===== config.mk =====
export PLATFORM = sky130hd
export DESIGN_NAME = id_fwd_stage_flat
export DESIGN_NICKNAME = d
export VERILOG_FILES = /design/src/rtl/id_fwd_stage_if.sv /design/src/rtl/id_fwd_stage.sv /design/src/flat_wrapper.sv
export SDC_FILE = /design/constraint.sdc
export NUM_CORES = 1
export LEC_CHECK = 0
export ABC_CLOCK_PERIOD_IN_PS = 3400
export CORE_AREA = 2 2 157 159
export CTS_CLUSTER_SIZE = 14
export DETAILED_ROUTE_END_ITERATION = 7
export DIE_AREA = 0 0 159 161
export DONT_BUFFER_PORTS = 1
export GPL_TIMING_DRIVEN = 0
export SYNTH_ARGS = -nofsm -noshare
export SYNTH_HDL_FRONTEND = slang
export SYNTH_SLANG_ARGS = --single-unit

===== constraint.sdc =====
create_clock -name clk -period 3.4 [get_ports clk]
set_input_delay 0.17 -clock clk [delete_from_list [all_inputs] [get_ports clk]]
set_output_delay 0.17 -clock clk [all_outputs]
set_load 0.005 [all_outputs]

===== src/rtl/id_fwd_stage_if.sv =====
// Decode/forward stage bus: upstream handshake, regfile read port, forwarding
// sources and the registered result toward EX. The DUT takes the slave view.
interface id_fwd_stage_if #(
  parameter int unsigned XLEN        = 32,
  parameter int unsigned NUM_FWD     = 3,
  parameter int unsigned STALL_CNT_W = 16
);
  logic                     in_valid;
  logic                     in_ready;
  logic [31:0]              in_inst;
  logic [XLEN-1:0]          in_pc;
  logic                     flush;
  logic [4:0]               rs1;
  logic [4:0]               rs2;
  logic [XLEN-1:0]          reg_a;
  logic [XLEN-1:0]          reg_b;
  logic [NUM_FWD-1:0]       fwd_valid;
  logic [NUM_FWD-1:0]       fwd_wb;
  logic [5*NUM_FWD-1:0]     fwd_rd;
  logic [NUM_FWD-1:0]       fwd_data_ok;
  logic [XLEN*NUM_FWD-1:0]  fwd_data;
  logic                     out_valid;
  logic                     out_ready;
  logic [XLEN-1:0]          out_pc;
  logic [31:0]              out_inst;
  logic [XLEN-1:0]          out_rs1_val;
  logic [XLEN-1:0]          out_rs2_val;
  logic                     out_trap;
  logic [STALL_CNT_W-1:0]   stall_cnt;

  modport slave (
    input  in_valid, in_inst, in_pc, flush, reg_a, reg_b,
    input  fwd_valid, fwd_wb, fwd_rd, fwd_data_ok, fwd_data, out_ready,
    output in_ready, rs1, rs2, out_valid, out_pc, out_inst,
    output out_rs1_val, out_rs2_val, out_trap, stall_cnt
  );

  modport master (
    output in_valid, in_inst, in_pc, flush, reg_a, reg_b,
    output fwd_valid, fwd_wb, fwd_rd, fwd_data_ok, fwd_data, out_ready,
    input  in_ready, rs1, rs2, out_valid, out_pc, out_inst,
    input  out_rs1_val, out_rs2_val, out_trap, stall_cnt
  );
endinterface


===== src/rtl/id_fwd_stage.sv =====
// RV32I decode/forward stage: decodes operand usage and traps, resolves rs1/rs2
// through priority-ordered forwarding sources, stalls on not-ready operands and
// registers the result behind a valid/ready output register.
module id_fwd_stage #(
  parameter int unsigned XLEN        = 32,
  parameter int unsigned NUM_FWD     = 3,
  parameter int unsigned STALL_CNT_W = 16
) (
  input logic           clk,
  input logic           rst,
  id_fwd_stage_if.slave bus
);

  localparam logic [6:0] OpLui    = 7'b0110111;
  localparam logic [6:0] OpAuipc  = 7'b0010111;
  localparam logic [6:0] OpJal    = 7'b1101111;
  localparam logic [6:0] OpJalr   = 7'b1100111;
  localparam logic [6:0] OpBranch = 7'b1100011;
  localparam logic [6:0] OpLoad   = 7'b0000011;
  localparam logic [6:0] OpStore  = 7'b0100011;
  localparam logic [6:0] OpImm    = 7'b0010011;
  localparam logic [6:0] OpReg    = 7'b0110011;

  logic [6:0]      w_opcode;
  logic [2:0]      w_funct3;
  logic [4:0]      w_rs1;
  logic [4:0]      w_rs2;
  logic            w_use1;
  logic            w_use2;
  logic            w_trap;
  logic            w_hit1;
  logic            w_hit2;
  logic            w_ok1;
  logic            w_ok2;
  logic [XLEN-1:0] w_fdata1;
  logic [XLEN-1:0] w_fdata2;
  logic [XLEN-1:0] w_val1;
  logic [XLEN-1:0] w_val2;
  logic            w_hazard;
  logic            w_in_ready;

  logic                   r_valid;
  logic [XLEN-1:0]        r_pc;
  logic [31:0]            r_inst;
  logic [XLEN-1:0]        r_rs1_val;
  logic [XLEN-1:0]        r_rs2_val;
  logic                   r_trap;
  logic [STALL_CNT_W-1:0] r_stall_cnt;

  assign w_opcode = bus.in_inst[6:0];
  assign w_funct3 = bus.in_inst[14:12];
  assign w_rs1    = bus.in_inst[19:15];
  assign w_rs2    = bus.in_inst[24:20];
  assign bus.rs1  = w_rs1;
  assign bus.rs2  = w_rs2;

  // Decode which source operands the instruction consumes and whether it traps.
  always_comb begin
    w_use1 = 1'b0;
    w_use2 = 1'b0;
    w_trap = 1'b0;
    case (w_opcode)
      OpLui, OpAuipc, OpJal: begin
      end
      OpJalr: begin
        w_use1 = 1'b1;
        w_trap = (w_funct3 != 3'd0);
      end
      OpBranch: begin
        w_use1 = 1'b1;
        w_use2 = 1'b1;
        w_trap = (w_funct3 == 3'd2) || (w_funct3 == 3'd3);
      end
      OpLoad: begin
        w_use1 = 1'b1;
        w_trap = (w_funct3 == 3'd3) || (w_funct3 == 3'd6) || (w_funct3 == 3'd7);
      end
      OpStore: begin
        w_use1 = 1'b1;
        w_use2 = 1'b1;
        w_trap = (w_funct3 > 3'd2);
      end
      OpImm: w_use1 = 1'b1;
      OpReg: begin
        w_use1 = 1'b1;
        w_use2 = 1'b1;
      end
      default: w_trap = 1'b1;
    endcase
  end

  // Find the youngest matching source per operand; scanning oldest-first lets
  // lower indices overwrite, so a not-ready younger match masks older ones.
  always_comb begin
    w_hit1   = 1'b0;
    w_hit2   = 1'b0;
    w_ok1    = 1'b0;
    w_ok2    = 1'b0;
    w_fdata1 = '0;
    w_fdata2 = '0;
    for (int i = int'(NUM_FWD) - 1; i >= 0; i--) begin
      if (bus.fwd_valid[i] && bus.fwd_wb[i] && (bus.fwd_rd[i*5 +: 5] == w_rs1) &&
          (w_rs1 != 5'd0)) begin
        w_hit1   = 1'b1;
        w_ok1    = bus.fwd_data_ok[i];
        w_fdata1 = bus.fwd_data[i*XLEN +: XLEN];
      end
      if (bus.fwd_valid[i] && bus.fwd_wb[i] && (bus.fwd_rd[i*5 +: 5] == w_rs2) &&
          (w_rs2 != 5'd0)) begin
        w_hit2   = 1'b1;
        w_ok2    = bus.fwd_data_ok[i];
        w_fdata2 = bus.fwd_data[i*XLEN +: XLEN];
      end
    end
  end

  // Select operand values: x0 is hard zero, ready match beats the regfile.
  always_comb begin
    if (w_rs1 == 5'd0) begin
      w_val1 = '0;
    end else if (w_hit1 && w_ok1) begin
      w_val1 = w_fdata1;
    end else begin
      w_val1 = bus.reg_a;
    end
    if (w_rs2 == 5'd0) begin
      w_val2 = '0;
    end else if (w_hit2 && w_ok2) begin
      w_val2 = w_fdata2;
    end else begin
      w_val2 = bus.reg_b;
    end
  end

  assign w_hazard   = bus.in_valid && ((w_use1 && w_hit1 && !w_ok1) ||
                                       (w_use2 && w_hit2 && !w_ok2));
  assign w_in_ready = !w_hazard && (!r_valid || bus.out_ready) && !bus.flush;
  assign bus.in_ready = w_in_ready;

  // Output pipeline register: reset, flush, capture, drain, else hold.
  always_ff @(posedge clk) begin
    if (rst) begin
      r_valid   <= 1'b0;
      r_pc      <= '0;
      r_inst    <= '0;
      r_rs1_val <= '0;
      r_rs2_val <= '0;
      r_trap    <= 1'b0;
    end else if (bus.flush) begin
      r_valid <= 1'b0;
    end else if (bus.in_valid && w_in_ready) begin
      r_valid   <= 1'b1;
      r_pc      <= bus.in_pc;
      r_inst    <= bus.in_inst;
      r_rs1_val <= w_val1;
      r_rs2_val <= w_val2;
      r_trap    <= w_trap;
    end else if (bus.out_ready && r_valid) begin
      r_valid <= 1'b0;
    end
  end

  // Saturating count of hazard cycles; flushed cycles are not counted.
  always_ff @(posedge clk) begin
    if (rst) begin
      r_stall_cnt <= '0;
    end else if (w_hazard && !bus.flush && (r_stall_cnt != '1)) begin
      r_stall_cnt <= r_stall_cnt + STALL_CNT_W'(1);
    end
  end

  assign bus.out_valid   = r_valid;
  assign bus.out_pc      = r_pc;
  assign bus.out_inst    = r_inst;
  assign bus.out_rs1_val = r_rs1_val;
  assign bus.out_rs2_val = r_rs2_val;
  assign bus.out_trap    = r_trap;
  assign bus.stall_cnt   = r_stall_cnt;

endmodule


===== src/flat_wrapper.sv =====
// flat-port wrapper written by rule: the top's interface ports become plain ports
module id_fwd_stage_flat 
#(
  parameter int unsigned XLEN        = 32,
  parameter int unsigned NUM_FWD     = 3,
  parameter int unsigned STALL_CNT_W = 16
)
  (clk, rst, bus_in_valid, bus_in_inst, bus_in_pc, bus_flush, bus_reg_a, bus_reg_b, bus_fwd_valid, bus_fwd_wb, bus_fwd_rd, bus_fwd_data_ok, bus_fwd_data, bus_out_ready, bus_in_ready, bus_rs1, bus_rs2, bus_out_valid, bus_out_pc, bus_out_inst, bus_out_rs1_val, bus_out_rs2_val, bus_out_trap, bus_stall_cnt);
  id_fwd_stage_if #(.XLEN(XLEN), .NUM_FWD(NUM_FWD), .STALL_CNT_W(STALL_CNT_W)) bus_i ();
  input logic clk;
  input logic rst;
  input wire logic [$bits(bus_i.in_valid)-1:0] bus_in_valid;
  input wire logic [$bits(bus_i.in_inst)-1:0] bus_in_inst;
  input wire logic [$bits(bus_i.in_pc)-1:0] bus_in_pc;
  input wire logic [$bits(bus_i.flush)-1:0] bus_flush;
  input wire logic [$bits(bus_i.reg_a)-1:0] bus_reg_a;
  input wire logic [$bits(bus_i.reg_b)-1:0] bus_reg_b;
  input wire logic [$bits(bus_i.fwd_valid)-1:0] bus_fwd_valid;
  input wire logic [$bits(bus_i.fwd_wb)-1:0] bus_fwd_wb;
  input wire logic [$bits(bus_i.fwd_rd)-1:0] bus_fwd_rd;
  input wire logic [$bits(bus_i.fwd_data_ok)-1:0] bus_fwd_data_ok;
  input wire logic [$bits(bus_i.fwd_data)-1:0] bus_fwd_data;
  input wire logic [$bits(bus_i.out_ready)-1:0] bus_out_ready;
  output wire logic [$bits(bus_i.in_ready)-1:0] bus_in_ready;
  output wire logic [$bits(bus_i.rs1)-1:0] bus_rs1;
  output wire logic [$bits(bus_i.rs2)-1:0] bus_rs2;
  output wire logic [$bits(bus_i.out_valid)-1:0] bus_out_valid;
  output wire logic [$bits(bus_i.out_pc)-1:0] bus_out_pc;
  output wire logic [$bits(bus_i.out_inst)-1:0] bus_out_inst;
  output wire logic [$bits(bus_i.out_rs1_val)-1:0] bus_out_rs1_val;
  output wire logic [$bits(bus_i.out_rs2_val)-1:0] bus_out_rs2_val;
  output wire logic [$bits(bus_i.out_trap)-1:0] bus_out_trap;
  output wire logic [$bits(bus_i.stall_cnt)-1:0] bus_stall_cnt;
  assign bus_i.in_valid = bus_in_valid;
  assign bus_i.in_inst = bus_in_inst;
  assign bus_i.in_pc = bus_in_pc;
  assign bus_i.flush = bus_flush;
  assign bus_i.reg_a = bus_reg_a;
  assign bus_i.reg_b = bus_reg_b;
  assign bus_i.fwd_valid = bus_fwd_valid;
  assign bus_i.fwd_wb = bus_fwd_wb;
  assign bus_i.fwd_rd = bus_fwd_rd;
  assign bus_i.fwd_data_ok = bus_fwd_data_ok;
  assign bus_i.fwd_data = bus_fwd_data;
  assign bus_i.out_ready = bus_out_ready;
  assign bus_in_ready = bus_i.in_ready;
  assign bus_rs1 = bus_i.rs1;
  assign bus_rs2 = bus_i.rs2;
  assign bus_out_valid = bus_i.out_valid;
  assign bus_out_pc = bus_i.out_pc;
  assign bus_out_inst = bus_i.out_inst;
  assign bus_out_rs1_val = bus_i.out_rs1_val;
  assign bus_out_rs2_val = bus_i.out_rs2_val;
  assign bus_out_trap = bus_i.out_trap;
  assign bus_stall_cnt = bus_i.stall_cnt;
  id_fwd_stage #(.XLEN(XLEN), .NUM_FWD(NUM_FWD), .STALL_CNT_W(STALL_CNT_W)) u_core (.clk(clk), .rst(rst), .bus(bus_i));
endmodule

After elaboration in Yosys (flattened, before gate mapping)
Index checks and enable logic that the tools add are counted.
{"block": "classes", "addsub": 1, "bitwise_logic": 1, "muxes": 27, "eq_ne": 20, "reduce_logical": 49, "magnitude_cmp": 1}
{"operator": "32-bit 2-to-1 mux", "count": 10}
{"operator": "5-bit equality test", "count": 6}
{"operator": "1-bit logical AND", "count": 28}
{"operator": "7-bit by 6-bit equality test with 1-bit output (second input constant)", "count": 3}
{"operator": "7-bit equality test (second input constant)", "count": 3}
{"operator": "16-bit by 1-bit adder with 16-bit output (second input constant)", "count": 1}
{"operator": "1-bit 2-to-1 mux", "count": 16}
{"operator": "16-bit inequality test (second input constant)", "count": 1}
{"operator": "7-bit by 5-bit equality test with 1-bit output (second input constant)", "count": 2}
{"operator": "5-bit logical NOT", "count": 2}
{"operator": "5-bit nonzero test", "count": 2}
{"operator": "7-bit by 2-bit equality test with 1-bit output (second input constant)", "count": 1}
{"operator": "3-bit by 2-bit equality test with 1-bit output (second input constant)", "count": 2}
{"operator": "3-bit equality test (second input constant)", "count": 2}
{"operator": "6-bit OR reduction", "count": 1}
{"operator": "1-bit logical NOT", "count": 5}
{"operator": "1-bit logical OR", "count": 5}
{"operator": "1-bit one-hot mux with 5 select lines", "count": 1}
{"operator": "5-bit OR reduction", "count": 1}
{"operator": "3-bit by 2-bit greater-than comparator with 1-bit output (second input constant)", "count": 1}
{"operator": "3-bit nonzero test", "count": 1}
{"operator": "3-bit OR reduction", "count": 1}
{"operator": "2-bit AND reduction", "count": 1}
{"operator": "2-bit nonzero test", "count": 1}
{"operator": "2 further kinds", "count": 2}
{"block": "totals", "ff_bits": 146, "word_cells": 106}

Logic depth before layout (Yosys ltp)
Gate-level depths: netlist (run 1).
{"block": "logic_depth", "word_depth": 15, "mapped_depth": 14, "mapped_depth_nobuf": 8}

Least setup slack after synthesis (run 1)
No wires, ideal clock.
{"block": "synth_path", "kind": "input to register", "from": "input bus_in_inst[15]", "to": "register u_core.r_rs1_val[12] (netlist: u_core.bus.out_rs1_val[12])", "cell_stages": 10, "n_path_buf": 3, "slack_ps": 883, "required_ps": 3332, "arrival_time_ps": 2449, "setup_ps": 68, "path_cell_list": "clkbuf_1 -> xor2_1 -> or4_4 -> o311a_1 -> o21ai_2 -> nand3_2 -> or3_1 -> buf_2 -> buf_6 -> o2bb2ai_2"}
{"block": "synth_via", "elab_chain_cells": 15, "elab_cells_between_ends": 33, "classes_between": "3 x eq/ne; 11 x mux; 19 x reduce/logical"}
{"item": "start, declared", "line_no": "flat_wrapper.sv:13", "text": "input wire logic [$bits(bus_i.in_inst)-1:0] bus_in_inst;"}
{"item": "5-bit equality test", "line_no": "id_fwd_stage.sv:102", "text": "if (bus.fwd_valid[i] && bus.fwd_wb[i] && (bus.fwd_rd[i*5 +: 5] == w_rs1) &&"}
{"item": "1-bit logical AND (2 in a row)", "line_no": "id_fwd_stage.sv:102"}
{"item": "1-bit 2-to-1 mux (3 in a row)", "line_no": "id_fwd_stage.sv:102"}
{"item": "1-bit logical AND or 1-bit logical NOT (tied branches)", "line_no": "id_fwd_stage.sv:135", "text": "assign w_hazard = bus.in_valid && ((w_use1 && w_hit1 && !w_ok1) ||"}
{"item": "1-bit logical AND", "line_no": "id_fwd_stage.sv:135"}
{"item": "1-bit logical OR", "line_no": "id_fwd_stage.sv:135"}
{"item": "1-bit logical AND", "line_no": "id_fwd_stage.sv:135"}
{"item": "1-bit logical NOT", "line_no": "id_fwd_stage.sv:137", "text": "assign w_in_ready = !w_hazard && (!r_valid || bus.out_ready) && !bus.flush;"}
{"item": "1-bit logical AND (2 in a row)", "line_no": "id_fwd_stage.sv:137"}
{"item": "1-bit logical AND", "line_no": "id_fwd_stage.sv:151", "text": "end else if (bus.in_valid && w_in_ready) begin"}
{"item": "2-bit AND reduction (no source line)"}
{"item": "end signal, assigned", "line_no": "id_fwd_stage.sv:155", "text": "r_rs1_val <= w_val1;"}
{"item": "end, declared", "line_no": "id_fwd_stage.sv:45", "text": "logic [XLEN-1:0] r_rs1_val;"}
Several ways; a longest one is shown, not always the timed one.
A chain may end at the register's enable or synchronous reset.

Worst setup path after layout (run 1)
{"block": "layout_path", "from": "input bus_in_inst[21]", "to": "register u_core.r_pc[20] (netlist: u_core.bus.out_pc[20])"}
{"block": "layout_via", "elab_chain_cells": 15, "elab_cells_between_ends": 26, "classes_between": "3 x eq/ne; 6 x mux; 17 x reduce/logical"}
{"item": "5-bit equality test", "line_no": "id_fwd_stage.sv:108", "text": "if (bus.fwd_valid[i] && bus.fwd_wb[i] && (bus.fwd_rd[i*5 +: 5] == w_rs2) &&"}
{"item": "1-bit logical AND (2 in a row)", "line_no": "id_fwd_stage.sv:108"}
{"item": "1-bit 2-to-1 mux (3 in a row)", "line_no": "id_fwd_stage.sv:108"}
{"item": "1-bit logical AND or 1-bit logical NOT (tied branches)", "line_no": "id_fwd_stage.sv:136", "text": "(w_use2 && w_hit2 && !w_ok2));"}
{"item": "1-bit logical AND *", "line_no": "id_fwd_stage.sv:136"}
{"item": "1-bit logical OR *", "line_no": "id_fwd_stage.sv:135"}
{"item": "1-bit logical AND *", "line_no": "id_fwd_stage.sv:135"}
{"item": "1-bit logical NOT *", "line_no": "id_fwd_stage.sv:137"}
{"item": "1-bit logical AND * (2 in a row)", "line_no": "id_fwd_stage.sv:137"}
{"item": "1-bit logical AND *", "line_no": "id_fwd_stage.sv:151"}
{"item": "2-bit AND reduction (no source line) *"}
{"item": "end signal, assigned", "line_no": "id_fwd_stage.sv:153", "text": "r_pc <= bus.in_pc;"}
{"item": "end, declared", "line_no": "id_fwd_stage.sv:43", "text": "logic [XLEN-1:0] r_pc;"}
Every way passes the cells marked *; elsewhere a longest branch is shown, timed or not.

==> impl_metrics.ini, run 1 <==
[synth]
synth_top_family_by_area = compound AO/OA/AOI/OAI gates
synth_compound_area_frac = 0.2836
synth_cells = 1012
async_flop_share = 0
netlist.area_leader.share = 0.3818
synth_area_um2 = 7655
synth.distinct_cells = 52
synthMuxAreaShare = 0.002615
synth_edf_count = 0
ys.flop_type = dfxtp_1
synth_fp_nets = 1266
yosysWarnings = 0
yosys.area_share.simple = 0.2306
ys_seq_area_frac = 0.3818
synth_xor_area_frac = 0.03432
synth_area_leaders = dfxtp_1 (38%), a21oi_1 (9.3%), nand2_1 (8.8%), nor2_1 (3.9%), a221oi_1 (3.8%)
synthAdderAreaFrac = 0.001635
yosysTopAreaCell = dfxtp_1
synth_area_per_cell_um2 = 7.564
synth_seq_cells = 146

[sta]
slew_viol_final = 0
setup_viol_count_final = 0
hold_violations = 0
rsz0062_at_grt = no
slew_headroom = 0.5000
tightest_slew_ns = 0.7500
fin_ws_ns = 0.3174
period_needed_ns = 3.083
min_period_over_period = 0.9066
fmax_ghz = 0.3244
finalSetupTns_ns = 0
finClkSkew_ns = 0.01296

[drt]
drc = 0
first_pass_iters = 7
wl_per_cell_um = 22.64
drt_first_iter_violations = 735
ant_nets = 0
wirelength_um = 33140
post_drt_via_cell_ratio = 5.639
vias = 8256

[min_path]
hold_path_end = u_core.bus.out_trap$_SDFFE_PP0P_
hold_class = input pin to flop
hp-start = bus_in_inst[0]
min_path_cells = 3

[place]
io_buffers = 0
globalplace.congestion = 0.8728
placed_area_um2 = 8060
post-place-ws_ns = -0.6504
hpwl_um = 25010

[clock_network]
cts_tree = done
cts_buffer_depth = 2
clock_latency_ns = 0.42
clkSlewWorstSetupHoldPaths_ns = 0.07
htree_levels = 4
cts_sinks = 146
cts-root-buf = clkbuf_16
cts-buffers-inserted = 17

[final_layout]
nets = 1379
layout_commonest_cell = nand2_1
drive_above_1_share = 0.07469
layout_common_cells = nand2_1 (180), dfxtp_1 (146), a21oi_1 (143), dlygate4sd3_1 (92), nor2_1 (79)
finish.instance_area_um2 = 9597
area_growth_pct = 25.37

[global_route]
grt_max_degree = 17
grt_pass1_vias = 8257
grt_usage = 0.2479
antenna_found_initial = 2
grt-ovfl-total = 0
grt_pass1_wl_um = 49090

[setup_path]
cpPeakStageDelay_ns = 0.55
crit_chain = clkbuf_1 -> nor3_1 -> nand2_1 -> clkbuf_1 -> and4_2 -> a21oi_1 -> o21ai_1 -> and3_1 -> buf_2 -> buf_2 -> buf_2 -> nand2_1 -> a21oi_1
rr_startpoint = u_core.bus.stall_cnt[4]$_SDFFE_PP0P_
cp_common_cell = buf_2
crit_path_start_kind = input pin
crit_slowest_cell = and4_2
required_ns = 3.74
arrival_ns = 3.42
r2r_end = u_core.bus.stall_cnt[1]$_SDFFE_PP0P_
rr_worst_depth = 10
crit_type = input pin to flop
cp_max_fo = 10
critical_path_buf_inv_count = 5
endpoint_kind = flop
rrSetupSlack_ns = 0.95
startpoint = bus_in_inst[21]
cpLargestDelayFamily = buffers and inverters

[floorplan]
core_um2 = 23960
initial_core_util = 0.3194
die_area_um2 = 25600
design.portCount = 410
rows = 57
die-height_um = 161
die_w_um = 159

[power]
p_int_mw = 2.970
vdd_drop_max_mv = 0.2456
switchingPower_mw = 1.167
p_seq_frac = 0.448
leakagePower_nw = 3.155
p_sw_frac = 0.2822
cellPowerDensity_nw_per_um2 = 431.1
p_comb_frac = 0.107
power_frac_clock = 0.445

[status]
status = finished clean

[job]
max_cap_violations = 0
-- registers in the layout (all words and copies together), names as in the netlist --
register                count
u_core.bus.out_inst        32
u_core.bus.out_pc          32
u_core.bus.out_rs1_val     32
u_core.bus.out_rs2_val     32
u_core.bus.stall_cnt       16
u_core.bus.out_trap         1
u_core.bus.out_valid        1
-- layer usage --
metal,global-route usage,part of all wire
met1,0.2770,0.39
met2,0.4368,0.49
met3,0.09091,0.095
met4,0.08430,0.025
met5,0,0
-- worst min-delay path, stage by stage --
cell and delay (ns):
o2111ai_1 0.06, nor3_1 0.06, nor3_1 0.11
-- cells in the mapped netlist, types with 2 or more instances --
cell	instances
nand2_1	180
dfxtp_1	146
a21oi_1	143
nor2_1	80
clkbuf_1	77
o21ai_0	44
nor3_1	40
and3_1	36
a221oi_1	33
a211oi_1	30
a22oi_1	29
xnor2_1	23
o2bb2ai_1	22
buf_2	13
or3_1	11
buf_4	10
inv_1	10
nand3_1	10
o2bb2ai_2	10
nand4_1	8
xor2_1	7
a311oi_1	4
or4_1	4
a31oi_1	3
buf_6	3
nand4b_1	3
nor2b_1	3
nor4_1	3
mux2i_1	2
o31ai_1	2
or4_4	2
-- stage by stage --
step	util	instances	power [mW]	hold slack, ns
after floorplan	-	1012	2.127	0.2493
after global placement	0.3364	1336	2.233	0.2506
after detailed placement	0.3364	1336	2.240	0.2576
after CTS	0.3984	1459	4.172	0.02692
after global routing	0.4004	1463	4.302	0.07318
final	0.4005	1464	4.137	0.04518
-- power by group through the flow --
stage	clock network, mW	registers, mW	logic [mW]
CTS	1.88	1.85	0.437
detailed placement	0	1.89	0.349
finish	1.84	1.85	0.441
global route	1.96	1.86	0.485
floorplan	0	1.87	0.261
global placement	0	1.89	0.342
-- layout make-up --
class	instances	area, um2
antenna	2	5.005
buffer	102	460.4
clock buffer	19	442.9
clock inverter	13	113.9
fill	2489	14370
inverter	10	37.54
multi-input combinational	753	4265
sequential	146	2923
tap	324	405.4
timing repair buffer	95	943.4
-- what timing repair did --
action,4_1_cts,5_1_grt
setup buffers,0,3
cloned,0,0
hold endpoints to repair,91,0
pin swaps,0,2
hold buffers,92,0
gates resized for setup,3,5
endpoints found under the setup margin,77,78
-- how the worst max path moves through the flow --
stage	end	slack, ns	depth (start not counted)
finish	u_core.bus.out_pc[20]$_SDFFE_PP0P_	0.32	13
global route	u_core.bus.out_pc[20]$_SDFFE_PP0P_	0.03	13
CTS	u_core.bus.out_rs1_val[22]$_SDFFE_PP0P_	0.03	11
detailed placement	u_core.bus.out_rs2_val[31]$_SDFFE_PP0P_	-0.65	10
global placement	u_core.bus.out_rs2_val[31]$_SDFFE_PP0P_	-0.63	10
floorplan	u_core.bus.out_rs1_val[12]$_SDFFE_PP0P_	0.88	10
-- cell families after synthesis --
group | count (synthesis)
simple gates | 389
flops | 146
compound gates | 331
buf+inv | 113
xor+xnor | 30
fa+ha+maj | 1
mux | 2
No activity file was read; power rests on OpenSTA's default activity.
==> inputs of run 2 (changes only) <==
--- a/config.mk
+++ b/config.mk
@@ -5,11 +5,12 @@
 export SDC_FILE = /design/constraint.sdc
 export NUM_CORES = 1
 export LEC_CHECK = 0
+export ABC_AREA = 1
 export ABC_CLOCK_PERIOD_IN_PS = 3400
-export CORE_AREA = 2 2 157 159
+export CORE_AREA = 2 2 161 163
 export CTS_CLUSTER_SIZE = 14
 export DETAILED_ROUTE_END_ITERATION = 7
-export DIE_AREA = 0 0 159 161
+export DIE_AREA = 0 0 163 165
 export DONT_BUFFER_PORTS = 1
 export GPL_TIMING_DRIVEN = 0
 export SYNTH_ARGS = -nofsm -noshare
==> impl_metrics.ini, run 2 <==
[drt]
first_pass_iters = 7
wl_per_cell_um = 19.07
vias = 10530
drc = 0
drt_first_iter_violations = 871
ant_nets = 0
wirelength_um = 39920
post_drt_via_cell_ratio = 5.029

[setup_path]
arrival_ns = 2.93
rr_startpoint = u_core.bus.stall_cnt[0]$_SDFFE_PP0P_
r2r_end = u_core.bus.stall_cnt[10]$_SDFFE_PP0P_
critical_path_buf_inv_count = 5
cpLargestDelayFamily = simple AND/OR/NAND/NOR gates
crit_type = input pin to flop
rrSetupSlack_ns = 0.94
crit_path_start_kind = input pin
crit_chain = inv_2 -> nand3_1 -> nor2_1 -> nor2_1 -> nand2_1 -> inv_2 -> nand2_1 -> nand3_1 -> nand2_2 -> nand2_2 -> nand3_4 -> buf_4 -> buf_2 -> a21oi_1 -> dlygate4sd3_1
crit_slowest_cell = dlygate4sd3_1
cpPeakStageDelay_ns = 0.55
required_ns = 3.71
cp_max_fo = 10
endpoint_kind = flop
rr_worst_depth = 8

[synth]
synth_edf_count = 0
async_flop_share = 0
synth_seq_cells = 146
synth.most_common_cell = nand2_1
synthTopCellsByCount = nand2_1 (422), nor2_1 (391), inv_1 (200), dfxtp_1 (146), o21ai_0 (110)
netlist.area_leader.share = 0.3070
synth_area_per_cell_um2 = 5.738
yosysWarnings = 0
synth_cells = 1659
yosysTopAreaCell = dfxtp_1
synth.distinct_cells = 36
synth_area_um2 = 9519
synth_fp_nets = 1913
synth_area_leaders = dfxtp_1 (31%), nand2_1 (17%), nor2_1 (15%), inv_1 (7.9%), o21ai_0 (5.8%)
ys_seq_area_frac = 0.3070
ys.flop_type = dfxtp_1

[final_layout]
layout_common_cells = nand2_1 (422), nor2_1 (391), inv_1 (200), dfxtp_1 (146), o21ai_0 (110)
nets = 2004
layout_commonest_cell = nand2_1
final_cells = 2094
utilization = 0.4489
regArea_um2 = 2923
area_growth_pct = 18.07
drive_above_1_share = 0.06807
finish.instance_area_um2 = 11240
n_fill_cell = 2707
multiInputGateArea_um2 = 5177

[global_route]
antenna_found_initial = 3
grt_pass1_wl_um = 58640
grt_usage = 0.2872
grt_pass1_vias = 9970
gr-max-usage-layer = met2
grtUsageMet2 = 0.4674
grt_use_met3 = 0.1007
grt_use_met1 = 0.3515
grt_max_degree = 17
grt-ovfl-total = 0

[place]
post-place-ws_ns = 0.7125
io_buffers = 0
dp.cells = 1989
hpwl_um = 31180
placed_area_um2 = 9932
globalplace.congestion = 0.9225

[power]
power_mw = 4.524
cellPowerDensity_nw_per_um2 = 402.5
leakagePower_nw = 5.429
vdd_drop_max_mv = 0.3316

[min_path]
min_path_cells = 4
hold_path_end = u_core.bus.out_rs2_val[16]$_SDFFE_PP0P_
hold_class = input pin to flop
hp-start = bus_reg_b[16]

[sta]
slew_headroom = 0.3505
min_period_over_period = 0.7692
fmax_ghz = 0.3824
finalSetupTns_ns = 0
hold_violations = 0
finClkSkew_ns = 0.01669
period_needed_ns = 2.615
slew_viol_final = 0
fin_ws_ns = 0.7847
rsz0062_at_grt = no
setup_viol_count_final = 0
holdWs_ns = 0.01196
tightest_slew_ns = 0.9742

[clock_network]
cts_sinks = 146
htree_levels = 4
clkSlewWorstSetupHoldPaths_ns = 0.07
cts_buffer_depth = 2
cts-root-buf = clkbuf_16
cts_setup_buffers = 0
cts_tree = done
cts-buffers-inserted = 17
cts_resized = 0
clock_latency_ns = 0.44

[floorplan]
die-height_um = 165
initial_core_util = 0.3802
design.portCount = 410
die_w_um = 163
rows = 58
core_um2 = 25040
die_area_um2 = 26900

[status]
status = finished clean

[job]
max_cap_violations = 0
-- run 2: cell types whose count changed after synthesis, moves of 55 or more --
cell     delta
a21oi_1    -84
nor2_1    +311
o21ai_0    +66
nand3_1    +55
nand2_1   +242
inv_1     +190
-- run 2: metal layers --
layer / vias up / wire (um)
li1: 5276 / -
met1: 4652 / 16320
met2: 516 / 18090
met3: 82 / 4107
met4: 4 / 1377
met5: - / 27
-- run 2: cells by family after synthesis --
logic type | share of synthesized area
simple gates | 0.3820
xor+xnor | 0.02208
fa+ha+maj | 0.001314
buf+inv | 0.1491
compound gates | 0.1385
flops | 0.3070
-- run 2: layout make-up --
class | instances | share of cell area
repair buffers | 72 | 0.06412
diodes | 1 | 0.0002226
clock buffers | 17 | 0.03785
flip-flops and latches | 146 | 0.2600
well taps | 330 | 0.03674
multi-input cells | 1179 | 0.4606
inverters | 226 | 0.07548
plain buffers | 108 | 0.05076
clock inverters | 15 | 0.01414
-- run 2: how the worst max path moves through the flow --
stage,start,to,slack (ns),cells past startpoint
floorplan,bus_in_inst[23],u_core.bus.out_rs1_val[10]$_SDFFE_PP0P_,1.54,17
global placement,bus_in_inst[17],u_core.bus.out_rs2_val[29]$_SDFFE_PP0P_,0.70,15
detailed placement,bus_in_inst[17],u_core.bus.out_rs1_val[20]$_SDFFE_PP0P_,0.71,14
CTS,bus_in_inst[17],u_core.bus.out_valid$_SDFFE_PP0P_,0.79,15
global route,u_core.bus.stall_cnt[3]$_SDFFE_PP0P_,u_core.bus.stall_cnt[14]$_SDFFE_PP0P_,0.60,9
finish,bus_in_inst[17],u_core.bus.out_valid$_SDFFE_PP0P_,0.78,15
-- run 2: what timing repair did --
action	CTS	global route
hold endpoints to repair	71	0
endpoints found under the setup margin	0	0
hold buffers	72	0
-- run 2: worst reg2reg max path, delay by kind of cell (launching register included) --
family | cells | cell delay (ns)
compound gates | 1 | 0.18
flops | 1 | 0.42
fa+ha+maj | 1 | 0.26
buf+inv | 1 | 0.43
simple gates | 5 | 1.11
-- run 2: power by group --
part | switching [mW] | total [mW] | internal (mW) | leakage [nW]
clock | 0.914 | 1.96 | 1.04 | 0.280
combinational | 0.388 | 0.655 | 0.268 | 3.95
sequential | 0.0920 | 1.91 | 1.82 | 1.20
